--- src/rtl/ss_rmw_store.sv ---
// ss_rmw_store: sequential read-modify-write store unit merging byte/half/word stores into memory words.
// Optional SS_MISALIGN_TRAP_EN adds a misalign output that traps unaligned half/word stores.
module ss_rmw_store #(
   parameter int DATA_W = 32,
   parameter int ADDR_W = 32,
   parameter int RD_LAT = 1
) (
   input  logic              clk,
   input  logic              reset_n,
   input  logic              start,
   input  logic [1:0]        SSControl,
   input  logic [ADDR_W-1:0] Addr,
   input  logic [DATA_W-1:0] B_out,
   input  logic [DATA_W-1:0] mem_rdata,
   output logic [ADDR_W-1:0] mem_addr,
   output logic              mem_rd,
   output logic              mem_wr,
   output logic [DATA_W-1:0] mem_wdata,
   output logic              busy,
`ifdef SS_MISALIGN_TRAP_EN
   output logic              misalign,
`endif
   output logic              done
);
   localparam int OFF_W = $clog2(DATA_W / 8);
   localparam int CW = $clog2(RD_LAT) + 1;
   typedef enum logic [2:0] {IDLE, RD, WAIT, WR, DONE} state_t;
   state_t state, state_nx;
   logic [ADDR_W-1:0] addr_q;
   logic [DATA_W-1:0] data_q, rdata_q, lane, mask;
   logic [1:0] size_q;
   logic [CW-1:0] cnt;
   logic [OFF_W-1:0] k;
   logic [OFF_W+2:0] sh;
   logic accept, full, mis, last;
   assign accept = state == IDLE && start && SSControl != 2'b00;
   assign full = DATA_W == 32 && SSControl == 2'b01;
   assign last = cnt == CW'(RD_LAT - 1);
`ifdef SS_MISALIGN_TRAP_EN
   logic mis_q;
   assign mis = (SSControl == 2'b10 && Addr[0]) || (SSControl == 2'b01 && Addr[1:0] != 2'b00);
   assign misalign = state == DONE && mis_q;
`else
   assign mis = 1'b0;
`endif
   always_ff @(posedge clk or negedge reset_n)
      if (!reset_n) state <= IDLE;
      else state <= state_nx;
   always_comb begin
      state_nx = state;
      case (state)
         IDLE: state_nx = !accept ? IDLE : mis ? DONE : full ? WR : RD;
         RD:   state_nx = WAIT;
         WAIT: state_nx = last ? WR : WAIT;
         WR:   state_nx = DONE;
         default: state_nx = IDLE;
      endcase
   end
   always_ff @(posedge clk or negedge reset_n)
      if (!reset_n) begin
         addr_q <= '0;
         data_q <= '0;
         size_q <= '0;
         rdata_q <= '0;
         cnt <= '0;
`ifdef SS_MISALIGN_TRAP_EN
         mis_q <= 1'b0;
`endif
      end else begin
         if (accept) begin
            addr_q <= Addr;
            data_q <= B_out;
            size_q <= SSControl;
`ifdef SS_MISALIGN_TRAP_EN
            mis_q <= mis;
`endif
         end
         cnt <= state == WAIT ? cnt + 1'b1 : '0;
         if (state == WAIT && last) rdata_q <= mem_rdata;
      end
   // lane offset aligned down to the access size; word mask covers the whole word when DATA_W is 32
   assign k = addr_q[OFF_W-1:0] & ~(size_q == 2'b11 ? OFF_W'(0) : size_q == 2'b10 ? OFF_W'(1) : OFF_W'(3));
   assign sh = {k, 3'b000};
   assign lane = size_q == 2'b11 ? DATA_W'(32'hFF) : size_q == 2'b10 ? DATA_W'(32'hFFFF) : DATA_W'(32'hFFFF_FFFF);
   assign mask = lane << sh;
   assign mem_wdata = (rdata_q & ~mask) | ((data_q << sh) & mask);
   assign mem_addr = {addr_q[ADDR_W-1:OFF_W], OFF_W'(0)};
   assign mem_rd = state == RD;
   assign mem_wr = state == WR;
   assign busy = state != IDLE;
   assign done = state == DONE;
endmodule

--- config.mk ---
export PLATFORM = sky130hd
export DESIGN_NAME = ss_rmw_store
export DESIGN_NICKNAME = d
export VERILOG_FILES = /design/src/rtl/ss_rmw_store.sv
export SDC_FILE = /design/constraint.sdc
export NUM_CORES = 1
export LEC_CHECK = 0
export ABC_AREA = 1
export CELL_PAD_IN_SITES_DETAIL_PLACEMENT = 2
export CELL_PAD_IN_SITES_GLOBAL_PLACEMENT = 2
export CORE_ASPECT_RATIO = 0.9
export CORE_MARGIN = 2
export CORE_UTILIZATION = 25
export DETAILED_ROUTE_END_ITERATION = 7
export PLACE_DENSITY_LB_ADDON = 0.1
export RECOVER_POWER = 25
export SYNTH_ARGS = -nofsm -noshare
export SYNTH_HDL_FRONTEND = slang
export SYNTH_SLANG_ARGS = --single-unit
--- constraint.sdc ---
create_clock -name clk -period 1.8 [get_ports clk]
set_input_delay 0.36 -clock clk [delete_from_list [all_inputs] [get_ports clk]]
set_output_delay 0.36 -clock clk [all_outputs]
set_load 0.01 [all_outputs]
==> results.json <==
{
  "place_ws_ps": -410.0,
  "hold_viol": 0,
  "synth-seq-area-share_pct": 49.55,
  "cts.sinks": 102,
  "wl_per_cell_um": 19.79,
  "cts_tree": "built",
  "first_pass_iters": 4,
  "core_area_um2": 20110,
  "timing.final.ws_setup_ps": -469.2,
  "drv_cap": 0,
  "end_kind": "primary output",
  "clockBufferDepth": 2,
  "dieArea_um2": 21770,
  "reg2reg_to": "rdata_q[2]$_DFFE_PN0P_",
  "worstReg2RegStart": "state[2]$_DFF_PN0_",
  "arrival_ps": 1910,
  "synth_largest_area_cell": "dfrtp_1",
  "rrSetupSlack_ps": 190,
  "h-tree-depth": 3,
  "fin_worst_skew_ps": 9.508,
  "synthTopCellsByCount": "nand2_1 (299), dfrtp_1 (102), nand3_1 (95)",
  "multi_input_area_um2": 2509,
  "fmaxAchievable_mhz": 440.7,
  "vias_per_cell": 4.761,
  "violations": "setup timing",
  "synth_mux_area_share_pct": 0,
  "critPathKind": "reg2out",
  "clk_latency_ps": 360,
  "crit_family": "simple AND/OR/NAND/NOR gates",
  "antenna_found_initial": 0,
  "initial_utilization_pct": 25.62,
  "fp.dieH_um": 140.2,
  "fp.dieW_um": 155.3,
  "synth_edf_count": 0,
  "worst-path-buf-inv": 3,
  "synthTopCellsByArea": "dfrtp_1 (50%), nand2_1 (22%), nand3_1 (9.2%)",
  "layout.nets": 928,
  "gp_congestion": 0.9067,
  "hold_depth": 2,
  "grt_first_pass_wirelength_um": 32530,
  "synth_simple_gate_area_share_pct": 35.78,
  "critPathMaxFanout": 6,
  "synth_compound_area_share_pct": 3.959,
  "wl_um": 21510,
  "cts_buffers": 9,
  "tightest_slew_ps": 959.8,
  "ys.flop_type": "dfrtp_1",
  "initialDrtViolationCount": 245,
  "yosys.area_share.adder_pct": 0,
  "yosys_warnings": 0,
  "drc": 0,
  "drive_gt1_share_pct": 25.12,
  "power.leakage_nw": 3.859,
  "io_pins": 169,
  "synthCells": 663,
  "gr-total-overflow": 0,
  "worstRegToRegCells": 7,
  "synth.most_common_cell": "nand2_1",
  "grt_max_degree": 52,
  "setup_viol": 32,
  "timing.final.crit_share_pct": 126.1,
  "rsz0062_at_grt": "true",
  "cpMaxStageDelayCell": "dfrtp_2",
  "ir_drop_v": 0.0009838,
  "ys_seq_elements": 102,
  "slew_violations": 0,
  "diodes": 0,
  "num_rows": 49,
  "avgSynthCellArea_um2": 7.770,
  "synthXorXnorAreaFrac_pct": 0,
  "vias": 5175,
  "maxSlewHeadroom_pct": 36.02,
  "synth_top_family_by_area": "simple AND/OR/NAND/NOR gates",
  "critPathLaunchType": "register",
  "fill_cells": 2224,
  "final.setup.tns_ps": -11290,
  "clkSlewWorstSetupHoldPaths_ps": 80,
  "area_growth_pct": 55.28,
  "crit_required_ps": 1440,
  "clockRootBuffer": "clkbuf_16",
  "hp-start": "rdata_q[4]$_DFFE_PN0P_",
  "async_flop_share_pct": 100.0,
  "hpwl_um": 14540,
  "status": "finished with violations",
  "hold_class": "reg2reg",
  "p_per_area_nw_per_um2": 2041,
  "final_util_pct": 39.78,
  "regArea_um2": 2557,
  "fin_crit_ps": 2269,
  "grt_usage_pct": 19.22,
  "min_to": "rdata_q[4]$_DFFE_PN0P_",
  "syn_area_um2": 5151,
  "grt_pass1_vias": 5709,
  "synth_cell_type_count": 27,
  "synth_largest_type_area_fraction_pct": 49.55,
  "critPathLaunch": "size_q[1]$_DFFE_PN0N_",
  "worst_path_largest_cell_delay_ps": 500,
  "ant_nets": 0,
  "io_buffers": 166,
  "path_cells": "nand3_4 -> buf_12 -> clkbuf_16 -> nand2_1 -> nand3_1 -> nand3_2 -> nand2_2 -> buf_6"
}
[cell usage in the layout, fill, tap and decap left out, drive strengths merged, types with 3 or more instances in the layout]
cell,count
clkinv,3
inv,18
a21oi,9
o21a,8
dfrtp,102
clkdlybuf4s50,129
nand3,96
buf,87
o21ai,19
nor2,7
nor3,3
nand4,25
clkbuf,18
nand2,300
[area by class of cell]
cell class	count	share of cell area, %
clock buffer	11	2.909
clock inverter	5	0.4380
inverter	17	0.9542
multi-input combinational	471	31.36
sequential	102	31.97
tap	255	3.989
timing repair buffer	226	28.37
[stage by stage]
stage               total power [mW]  instance area (um^2)  cells  hold slack [ps]
floorplan                      8.604                  5155    664            64.41
global placement               12.18                  6943   1037            358.7
detailed placement             12.44                  6943   1037            364.6
CTS                            15.05                  7556   1076            489.8
global route                   17.49                  7999   1087            520.3
finish                         16.33                  7999   1087            497.5
[worst reg2reg max path: stages (launching register included)]
cell      delay [ps]
dfrtp_1          400
clkbuf_1         140
nor2_1           120
nand2_1           70
or2_1            290
buf_4            280
nand2_1          140
nand2_1           60
[per-layer routing]
metal / vias to the layer above / track usage (%) / wire, um
li1: 2425 / - / -
met1: 2614 / 26.16 / 9454
met2: 116 / 31.77 / 10860
met3: 20 / 4.425 / 896
met4: 0 / 3.380 / 303
met5: - / 0 / 0
[kinds of logic (layout without fill, tap and decap cells)]
group                  Yosys count  after routing
AOI/OAI and AO/OA               36             36
buffers and inverters           92            259
DFF                            102            102
other                            1              2
and+or+nand+nor                432            433
[state kept, by name, indices dropped and copies added, names as in the netlist]
| name | flops |
|---|---|
| state | 3 |
| rdata_q | 32 |
| addr_q | 32 |
| data_q | 32 |
| size_q | 2 |
| cnt | 1 |
[worst max-delay path by stage]
stage / to / depth (start not counted) / slack, ps
2_1_floorplan: mem_wdata[10] / 6 / 180
3_3_place_gp: mem_wdata[23] / 7 / -400
6_report: mem_wdata[30] / 8 / -470
3_5_place_dp: mem_wdata[25] / 8 / -410
4_1_cts: mem_wdata[25] / 8 / -380
5_1_grt: mem_wdata[17] / 8 / -460
[timing repair]
action                     CTS  global route
setup endpoints to repair   36            64
setup buffers               19             8
hold buffers                 1             0
resized for setup          221            79
pin swaps                   25            36
hold endpoints to repair    28             0
cloned                       3             3
[power by group]
part	switching (mW)	leakage [nW]	internal, mW
logic	5.47	2.47	4.62
registers	0.937	1.26	3.41
clock network	0.949	0.130	0.945
Power figures use the tool's default switching activity.
